[config.mk]
export PLATFORM = sky130hd
export DESIGN_NAME = gen_gamma_encoder_flat
export DESIGN_NICKNAME = d
export VERILOG_FILES = /design/src/rtl/gen_gamma_encoder_if.sv /design/src/rtl/gen_gamma_encoder.sv /design/src/flat_wrapper.sv
export SDC_FILE = /design/constraint.sdc
export NUM_CORES = 1
export LEC_CHECK = 0
export CORE_MARGIN = 4
export CORE_UTILIZATION = 40
export DETAILED_ROUTE_END_ITERATION = 12
export HOLD_SLACK_MARGIN = 0.06
export SLEW_MARGIN = 20
export SYNTH_ARGS = -nofsm -noshare
export SYNTH_HDL_FRONTEND = slang
export SYNTH_SLANG_ARGS = --single-unit
[constraint.sdc]
create_clock -name clk -period 4.57 [get_ports clk]
set_clock_uncertainty 0.2 [all_clocks]
set_input_delay 0.457 -clock clk [delete_from_list [all_inputs] [get_ports clk]]
set_output_delay 0.457 -clock clk [all_outputs]
set_load 0.03 [all_outputs]
[src/rtl/gen_gamma_encoder_if.sv]
// rtl/gen_gamma_encoder_if.sv - value input and serial bit output bundle for gen_gamma_encoder
interface gen_gamma_encoder_if #(
  parameter int SIZE = 8
);
  logic            in_valid;
  logic            in_ready;
  logic [SIZE-1:0] in_data;
  logic            bit_out;
  logic            bit_valid;
  logic            bit_ready;
  logic            bit_last;
  logic            busy;

  // Upstream producer and downstream consumer side (drives values, accepts bits)
  modport master (
    output in_valid, in_data, bit_ready,
    input  in_ready, bit_out, bit_valid, bit_last, busy
  );

  // Encoder side
  modport slave (
    input  in_valid, in_data, bit_ready,
    output in_ready, bit_out, bit_valid, bit_last, busy
  );
endinterface

[src/rtl/gen_gamma_encoder.sv]
// rtl/gen_gamma_encoder.sv - serial exp-Golomb order-K (generalized gamma) encoder
module gen_gamma_encoder #(
  parameter int SIZE = 8,
  parameter int K    = 0
) (
  input  logic                 clk,
  input  logic                 rst_n,
  gen_gamma_encoder_if.slave   bus
);
  localparam int CW = $clog2(SIZE + 2);

  localparam logic [1:0] ST_IDLE   = 2'd0;
  localparam logic [1:0] ST_PREFIX = 2'd1;
  localparam logic [1:0] ST_BODY   = 2'd2;

  logic [1:0]    state;
  logic [SIZE:0] m_q;
  logic [CW-1:0] pcnt;
  logic [CW-1:0] idx;

  logic [SIZE:0] m_next;
  logic [CW-1:0] msb_next;
  logic [CW-1:0] p_next;
  logic [SIZE:0] m_shift;
  logic          bit_hs;

  // Offset value for the incoming word and the index of its leading one (L-1)
  always_comb begin
    m_next   = {1'b0, bus.in_data} + ((SIZE + 1)'(1) << K);
    msb_next = '0;
    for (int i = 0; i <= SIZE; i++) begin
      if (m_next[i]) msb_next = CW'(i);
    end
    p_next   = msb_next - CW'(K);
  end

  assign m_shift       = m_q >> idx;
  assign bit_hs        = bus.bit_valid && bus.bit_ready;

  assign bus.in_ready  = (state == ST_IDLE);
  assign bus.busy      = (state != ST_IDLE);
  assign bus.bit_valid = (state == ST_PREFIX) || (state == ST_BODY);
  assign bus.bit_out   = (state == ST_BODY) && m_shift[0];
  assign bus.bit_last  = (state == ST_BODY) && (idx == '0);

  // Codeword sequencer: accept, emit zero prefix, then emit M from its leading one down
  always_ff @(posedge clk or negedge rst_n) begin
    if (!rst_n) begin
      state <= ST_IDLE;
      m_q   <= '0;
      pcnt  <= '0;
      idx   <= '0;
    end else begin
      case (state)
        ST_IDLE: begin
          if (bus.in_valid) begin
            m_q   <= m_next;
            idx   <= msb_next;
            pcnt  <= p_next;
            state <= (p_next != '0) ? ST_PREFIX : ST_BODY;
          end
        end
        ST_PREFIX: begin
          if (bit_hs) begin
            pcnt <= pcnt - 1'b1;
            if (pcnt == CW'(1)) state <= ST_BODY;
          end
        end
        ST_BODY: begin
          if (bit_hs) begin
            if (idx == '0) state <= ST_IDLE;
            else           idx   <= idx - 1'b1;
          end
        end
        default: state <= ST_IDLE;
      endcase
    end
  end
endmodule

[src/flat_wrapper.sv]
// flat-port wrapper written by rule: the top's interface ports become plain ports
module gen_gamma_encoder_flat 
#(
  parameter int SIZE = 8,
  parameter int K    = 0
)
  (clk, rst_n, bus_in_valid, bus_in_data, bus_bit_ready, bus_in_ready, bus_bit_out, bus_bit_valid, bus_bit_last, bus_busy);
  gen_gamma_encoder_if #(.SIZE(SIZE)) bus_i ();
  input  logic clk;
  input  logic rst_n;
  input wire logic [$bits(bus_i.in_valid)-1:0] bus_in_valid;
  input wire logic [$bits(bus_i.in_data)-1:0] bus_in_data;
  input wire logic [$bits(bus_i.bit_ready)-1:0] bus_bit_ready;
  output wire logic [$bits(bus_i.in_ready)-1:0] bus_in_ready;
  output wire logic [$bits(bus_i.bit_out)-1:0] bus_bit_out;
  output wire logic [$bits(bus_i.bit_valid)-1:0] bus_bit_valid;
  output wire logic [$bits(bus_i.bit_last)-1:0] bus_bit_last;
  output wire logic [$bits(bus_i.busy)-1:0] bus_busy;
  assign bus_i.in_valid = bus_in_valid;
  assign bus_i.in_data = bus_in_data;
  assign bus_i.bit_ready = bus_bit_ready;
  assign bus_in_ready = bus_i.in_ready;
  assign bus_bit_out = bus_i.bit_out;
  assign bus_bit_valid = bus_i.bit_valid;
  assign bus_bit_last = bus_i.bit_last;
  assign bus_busy = bus_i.busy;
  gen_gamma_encoder #(.SIZE(SIZE), .K(K)) u_core (.clk(clk), .rst_n(rst_n), .bus(bus_i));
endmodule
# [Yosys cells after proc, flatten, opt, wreduce, memory -nomap -nowiden]
# Index checks and enable logic that the tools add are counted.
[totals] regBits=19 latch_bits=0 ram_bits=0 rom_bits=0 input_bits=12 out_inout_bits=5 wordCells=52 mem_count=0
[op_classes] n_addsub=3 mul=0 div_mod_pow=0 n_lt_le_gt_ge=0 n_eq_ne=9 shift=1 mux=21 n_bitwise=0 reduce_logical=14
[ops] op="$mux W4" n=11
[ops] op="$pmux W4 S2" n=2
[ops] op="$mux W2" n=6
[ops] op="$add A8 B1 Y9 const B" n=1
[ops] op="$shr A9 B4 Y1" n=1
[ops] op="$ne A2 B2 Y1 const B" n=4
[ops] op="$sub A4 B1 Y4 const B" n=2
[ops] op="$pmux W2 S3" n=1
[ops] op="$reduce_bool A2 Y1" n=3
[ops] op="$reduce_and A5 Y1" n=1
[ops] op="$eq A4 B1 Y1 const B" n=1
[ops] op="$logic_not A4 Y1" n=1
[ops] op="$ne A2 B1 Y1 const B" n=2
[ops] op="$reduce_and A4 Y1" n=1
[ops] op="$reduce_bool A4 Y1" n=1
[ops] op="$logic_and A1 B1 Y1" n=3
[ops] op="$reduce_and A3 Y1" n=1
[ops] op="$eq A2 B1 Y1 const B" n=1
[ops] op="$eq A2 B2 Y1 const B" n=1
[ops] op="$logic_not A2 Y1" n=1
[ops] op="$reduce_and A2 Y1" n=1
[ops] op="$logic_or A1 B1 Y1" n=1
[ops] op="$mux W1" n=1

# [Logic depth before layout (Yosys ltp)]
# Gate-level depths: netlist (run 1).
[depth] ltp_word=13 depth_mapped=8 mapped_depth_nobuf=7

# [Least setup slack after synthesis (run 1)]
# OpenSTA, ideal clock, no wires.
[synth_path] path_type="reg-to-reg" startpoint="register u_core.state[0]" endpoint="register u_core.state[1]" setup_time_ns=0.120 arrival_ns=1.908 required_time_ns=4.250 setup_slack_ns=2.342 stages_incl_launch_ff=8 path_buffers=0 synth_period_minus_slack_ns=2.228 cell_sequence="dfrtp_1 inv_1 ha_1 inv_1 nor2_1 a221o_1 mux2_4 a31o_1"
[synth_via] elab_cells_between_ends=12 classes_between="eq/ne: 7; mux: 1; reduce/logical: 4"
[synth_rtl] item="start, declared" line_no="gen_gamma_encoder.sv:16" text="logic [1:0] state;"
[synth_rtl] item="start signal, assigned" line_no="gen_gamma_encoder.sv:60" text="state <= (p_next != '0) ? ST_PREFIX : ST_BODY;"
[synth_rtl] item="$logic_not A2 Y1 *"
[synth_rtl] item="named net bus_in_ready" line_no="flat_wrapper.sv:14" text="output wire logic [$bits(bus_i.in_ready)-1:0] bus_in_ready;"
[synth_rtl] item="$ne A2 B2 Y1 (no line)"
[synth_rtl] item="$reduce_and A5 Y1 (no line)"
# Mark *: on every way through the listed nets, which the timed path passes. The rest lies on a longest branch.
# A chain may end at the register's enable or synchronous reset.

# [Final worst setup path (run 1)]
[layout_path] startpoint="register u_core.idx[0]" endpoint="output port bus_bit_out"
[layout_via] elab_chain_len=2
[layout_rtl] item="start, declared" line_no="gen_gamma_encoder.sv:19" text="logic [CW-1:0] idx;"
[layout_rtl] item="start signal, assigned" line_no="gen_gamma_encoder.sv:58" text="idx <= msb_next;"
[layout_rtl] item="start signal, assigned" line_no="gen_gamma_encoder.sv:72" text="else idx <= idx - 1'b1;"
[layout_rtl] item="$shr A9 B4 Y1" line_no="gen_gamma_encoder.sv:37" text="assign m_shift = m_q >> idx;"
[layout_rtl] item="$logic_and A1 B1 Y1" line_no="gen_gamma_encoder.sv:43" text="assign bus.bit_out = (state == ST_BODY) && m_shift[0];"
[layout_rtl] item="end, declared" line_no="flat_wrapper.sv:15" text="output wire logic [$bits(bus_i.bit_out)-1:0] bus_bit_out;"
# No other way between the ends.

==> results.sh, run 1 <==
export IMPL_firstDrtPassIters=4
export IMPL_rsz0062_at_grt="no"
export IMPL_cp_arrival_ps=2240
export IMPL_slew_violations=0
export IMPL_vias_per_cell=5.88
export IMPL_fin_nets=219
export IMPL_critical_path_required_ps=3910
export IMPL_dp_hpwl_um=2880
export IMPL_grt_pass1_vias=1354
export IMPL_clock_sinks=19
export IMPL_cts_buffers=3
export IMPL_clk_latency_ps=260
export IMPL_avgSynthCellArea_um2=8.53
export IMPL_synth_distinct_cells=53
export IMPL_drt_iter0_markers=111
export IMPL_cts_tree="yes"
export IMPL_finish_utilization_pct=48.5
export IMPL_die_h_um=71.5
export IMPL_relSlewSlack_pct=41.4
export IMPL_synth_top_cell_by_area="dfrtp_1"
export IMPL_area_delta_synth_final_pct=13.3
export IMPL_core_area_mm2=0.00377
export IMPL_final_min_clock_period_ps=2900
export IMPL_grt_start_max_net_pins=20
export IMPL_via_count=1446
export IMPL_rows=22
export IMPL_synthArstFlopShare_pct=100
export IMPL_outcome="finished clean"
export IMPL_critPathKind="flop to output port"
export IMPL_clock_path_buffers=2
export IMPL_path_max_fanout=6
export IMPL_drive_gt1_share_pct=9.09
export IMPL_whs_ps=282
export IMPL_timing_hold_violations_final=0
export IMPL_path_clk_slew_ps=80
export IMPL_setup_viol_count_final=0
export IMPL_grt_pass1_wl_um=6510
export IMPL_synth_area_top_cells="dfrtp_1 29%, ha_1 6.2%, o21ai_0 5.0%"
export IMPL_min_path_cells=2
export IMPL_leakage_nw=0.739
export IMPL_ys_ff_latch=19
export IMPL_syn_inst=189
export IMPL_max_cap_violations=0
export IMPL_synth_main_ff_cell="dfrtp_1"
export IMPL_synth_edf_count=0
export IMPL_post_route_period_util_pct=63.5
export IMPL_port_buffers=16
export IMPL_antenna_found_initial=0
export IMPL_fmax_ghz=0.345
export IMPL_post_place_cells=242
export IMPL_ys_seq_area_share_pct=29.5
export IMPL_cts_setup_buffers=0
export IMPL_boundaryPins=17
export IMPL_gr_total_overflow=0
export IMPL_route_detailed_drc=0
export IMPL_instances_no_fill=246
export IMPL_syn_num_nets=209
export IMPL_synth_top_area_share_pct=29.5
export IMPL_diodes=0
export IMPL_track_usage_pct=15.5
export IMPL_power_mw=1.02
export IMPL_dieArea_mm2=0.00511
export IMPL_die_width_um=71.5
export IMPL_min_path_type="flop to flop"
export IMPL_cp_start_kind="flop"
export IMPL_drt_total_wl_um=3720
export IMPL_clockRootBuffer="clkbuf_8"
export IMPL_peakVddDrop_mv=0.161
export IMPL_yosysWarnings=0
export IMPL_cts_hold_buf=0
export IMPL_wire_per_inst_um=15.1
export IMPL_setup_tns_final_ps=0
export IMPL_critPathCaptureType="output port"
export IMPL_postRouteAntennaNets=0
export IMPL_p_per_area_mw_per_mm2=560
export IMPL_post_cts_resized=0
export IMPL_routabilityCongestion=0.877
export IMPL_cts_htree_levels=1
export IMPL_synthesis_area_mm2=0.00161
export IMPL_reg2reg_depth=7
export IMPL_start_util_pct=42.8
export IMPL_max_slew_worst_pin_slew_ps=876
-- power breakdown --
group	total (mW)	internal, mW	switching [mW]
combinational	0.588	0.275	0.313
clock	0.122	0.0615	0.0601
sequential	0.315	0.247	0.0680
total	1.02	0.584	0.441
-- per-stage QoR --
step / setup WS [ps] / cell area [um2]
after floorplan: 2340 / 1610
after global placement: 1860 / 1780
after detailed placement: 1760 / 1780
after CTS: 1620 / 1830
after global routing: 1540 / 1830
final: 1670 / 1830
-- flip-flops by register name (all words and copies together), names as in the netlist --
name	cells
u_core.m_q	9
u_core.state	2
u_core.idx	4
u_core.pcnt	4
-- cells in the mapped netlist (2+ instances only) --
| library cell | number |
|---|---|
| a21oi_1 | 5 |
| mux4_2 | 2 |
| and3_1 | 2 |
| o21bai_1 | 2 |
| mux2i_1 | 2 |
| o2111ai_1 | 2 |
| a21o_1 | 2 |
| buf_4 | 2 |
| a221o_1 | 4 |
| o21ai_1 | 2 |
| a221oi_1 | 2 |
| nand2_1 | 18 |
| nor2_1 | 8 |
| clkbuf_1 | 5 |
| nand2b_1 | 3 |
| nand3_1 | 10 |
| and2_1 | 4 |
| o211ai_1 | 3 |
| nor3_1 | 5 |
| a31oi_1 | 2 |
| buf_2 | 4 |
| inv_1 | 10 |
| o21ai_0 | 16 |
| nand4_1 | 3 |
| a31o_1 | 3 |
| ha_1 | 8 |
| xnor2_1 | 3 |
| a21boi_0 | 2 |
| or3_1 | 3 |
| o31ai_1 | 3 |
| dfrtp_1 | 19 |
| mux2_2 | 6 |
| a22oi_1 | 2 |
| nor2b_1 | 2 |
| xor2_1 | 2 |
-- cell type report --
| cell class | count | area, um2 |
|---|---|---|
| clock buffer | 3 | 41.3 |
| clock inverter | 1 | 7.51 |
| fill | 354 | 1940 |
| inverter | 10 | 37.5 |
| multi-input combinational | 149 | 1050 |
| sequential | 19 | 475 |
| tap | 48 | 60.1 |
| timing repair buffer | 16 | 160 |
-- worst max-delay path, cell delays in order, from the launching register on --
cell	delay (ps)
dfrtp_1	490
mux4_2	530
mux2i_1	130
o21ai_0	90
and2_1	160
clkdlybuf4s50_1	580
-- cell usage in the layout, fill, tap and decap left out, drive strengths merged, types with 3 or more instances in the layout --
cell,instances
nand2b,3
a31o,3
nand2,19
or3,3
nor2,8
clkbuf,3
nand3,10
dfrtp,19
clkdlybuf4s50,16
xnor2,3
o31ai,3
a21oi,5
o21ai,18
inv,10
and2,6
a221o,4
nor3,5
o211ai,3
nand4,3
ha,8
mux2,7
-- layer usage --
| metal | vias to the layer above | global-route usage [%] | share of wire, % | routed length [um] |
|---|---|---|---|---|
| met2 | 44 | 24.1 | 45 | 1680 |
| li1 | 723 | - | - | - |
| met3 | 4 | 1.82 | 4.6 | 172 |
| met5 | - | 0 | 0 | 0 |
| met1 | 675 | 22.2 | 49 | 1820 |
| met4 | 0 | 5.64 | 1.3 | 47 |
-- final timing paths --
kind	startpoint	slack, ps	to
max	u_core.idx[0]	1670	bus_bit_out
min reg2reg	u_core.m_q[2]	280	u_core.m_q[2]
max reg2reg	u_core.idx[0]	2200	u_core.state[1]
max in group asynchronous	rst_n	3140	u_core.pcnt[3]
min in group asynchronous	rst_n	490	u_core.m_q[1]
min	u_core.m_q[2]	280	u_core.m_q[2]
-- logic make-up (layout without fill, tap and decap cells) --
family                     after synthesis  in the layout  share of synthesized area (%)
AOI/OAI and AO/OA                       56             56                           23.7
xor gates and xnor gates                 5              5                           2.72
adders and majority gates                8              8                           6.21
buffers and inverters                   21             30                           5.66
DFF                                     19             19                           29.5
muxes                                   11             11                           9.15
and+or+nand+nor                         69             69                           23.0
Power figures use the tool's default switching activity.
==> inputs of run 2 (changes only) <==
clock period = 2.35 ns   (was 4.57 ns; I/O delays follow)
==> run 2 against run 1 <==
Critical path depth rose by 2. Critical path type is now flop to flop. Sequential share of layout area is 2.0 points lower. Routed wire length up 9.9%. Sequential cell count unchanged. Via count rose by 8.3%. Sequential power rose by 96%. Critical endpoint is now u_core.state[1]. Non-clock buffer count grew 21. First-iteration DRC count shrank 34%. Die area unchanged. Largest power group unchanged.
==> results.sh, run 2 (synthesized netlist as in run 1, its figures left out) <==
export IMPL_outcome="finished clean"
export IMPL_largest_reg_flops=9
export IMPL_core_area_mm2=0.00377
export IMPL_peakVddDrop_mv=0.368
export IMPL_vias_per_cell=5.87
export IMPL_power_mw=2.09
export IMPL_cts_tree="yes"
export IMPL_min_path_type="input port to async pin"
export IMPL_post_route_period_util_pct=97.4
export IMPL_setup_viol_count_final=0
export IMPL_critPathKind="flop to flop"
export IMPL_clk_latency_ps=250
export IMPL_post_route_cell_area_mm2=0.00199
export IMPL_cp_arrival_ps=2230
export IMPL_slew_violations=0
export IMPL_postRouteAntennaNets=0
export IMPL_max_cap_violations=0
export IMPL_boundaryPins=17
export IMPL_dieArea_mm2=0.00511
export IMPL_final_min_clock_period_ps=2290
export IMPL_clockRootBuffer="clkbuf_8"
export IMPL_diodes=0
export IMPL_via_count=1566
export IMPL_r2r_slack_ps=60
export IMPL_reg2reg_depth=7
export IMPL_path_max_fanout=6
export IMPL_timing_hold_violations_final=0
export IMPL_track_usage_pct=16.5
export IMPL_dp_hpwl_um=3310
export IMPL_max_slew_worst_pin_slew_ps=468
export IMPL_timing_rr_start="u_core.idx[1]"
export IMPL_p_per_area_mw_per_mm2=1050
export IMPL_die_h_um=71.5
export IMPL_fillers=354
export IMPL_worstReg2RegEnd="u_core.state[1]"
export IMPL_fmax_ghz=0.437
export IMPL_clock_path_buffers=2
export IMPL_grt_start_max_net_pins=20
export IMPL_path_clk_slew_ps=70
export IMPL_critical_path_required_ps=2290
export IMPL_gr_total_overflow=0
export IMPL_regArea_um2=477
export IMPL_area_delta_synth_final_pct=23.2
export IMPL_relSlewSlack_pct=68.8
export IMPL_mostFrequentLayoutCells="21 x buf_4, 18 x nand2_1, 18 x dfrtp_1"
export IMPL_port_buffers=16
export IMPL_post_place_cells=262
export IMPL_cp_start_kind="flop"
export IMPL_finish_utilization_pct=52.7
export IMPL_multi_input_area_mm2=0.00105
export IMPL_leakage_nw=0.855
export IMPL_antenna_found_initial=0
export IMPL_top_register="u_core.m_q"
export IMPL_mostFrequentLayoutCell="buf_4"
export IMPL_cts_buffers=3
export IMPL_reg_top3="u_core.m_q (9), u_core.idx (4), u_core.pcnt (4)"
export IMPL_route_detailed_drc=0
export IMPL_firstDrtPassIters=4
export IMPL_drive_gt1_share_pct=19.2
export IMPL_grt_pass1_wl_um=6890
export IMPL_rows=22
export IMPL_critPathCaptureType="flop"
export IMPL_drt_iter0_markers=73
export IMPL_clock_sinks=19
export IMPL_routabilityCongestion=0.876
export IMPL_fin_nets=240
export IMPL_die_width_um=71.5
export IMPL_grt_pass1_vias=1559
export IMPL_start_util_pct=42.8
export IMPL_placed_cell_area_mm2=0.00193
export IMPL_drt_total_wl_um=4090
export IMPL_instances_no_fill=267
export IMPL_wire_per_inst_um=15.3
export IMPL_cts_htree_levels=1
-- run 2: per-stage QoR --
step                      TNS, ps  hold WS (ps)  worst slack, ps
after detailed placement     -419           266             -133
after CTS                       0           131             36.3
after floorplan                 0          -261              122
after global placement      -54.1           261            -27.2
final                           0           119             60.3
after global routing        -11.6           148            -11.6
-- run 2: repair_timing --
| action | 4_1_cts | 5_1_grt |
|---|---|---|
| setup buffers | 0 | 1 |
| endpoints found under the setup margin | 3 | 4 |
| hold buffers | 0 | 0 |
| gates resized for setup | 6 | 3 |
-- run 2: critical path, cell delays in order, from the launching register on --
cell and delay, ps:
dfrtp_1 470, inv_1 110, ha_1 160, nor3b_4 270
nand3_1 140, a221o_1 340, mux2_4 300, a31o_1 180
-- run 2: per-layer routing --
layer	routed length (um)	vias to the layer above	global-route usage (%)
met3	178	4	2.10
met2	2070	44	29.7
met1	1780	752	19.9
met5	0	-	0
li1	-	766	-
met4	53	0	6.26
-- run 2: report_power, final --
group          total, mW  switching (mW)  internal, mW
Sequential         0.617           0.135         0.482
Combinational       1.25           0.640         0.608
Clock              0.224           0.107         0.118
-- run 2: cell type report --
cell class / count / area share, %
clock buffers: 3 / 2.08
clock inverters: 1 / 0.252
inverters: 10 / 1.89
multi-input cells: 149 / 53.1
flip-flops and latches: 19 / 24.0
well taps: 48 / 3.02
repair buffers: 37 / 15.7
-- run 2: worst max-delay path by stage --
stage               cells past startpoint            start  slack, ps              end
floorplan                               7  u_core.state[0]        120  u_core.state[1]
global placement                        5    u_core.idx[0]        -30      bus_bit_out
detailed placement                      7   bus_in_data[1]       -130    u_core.idx[2]
CTS                                     7    u_core.idx[1]         40  u_core.state[1]
global route                            7    u_core.idx[1]        -10  u_core.state[1]
finish                                  7    u_core.idx[1]         60  u_core.state[1]
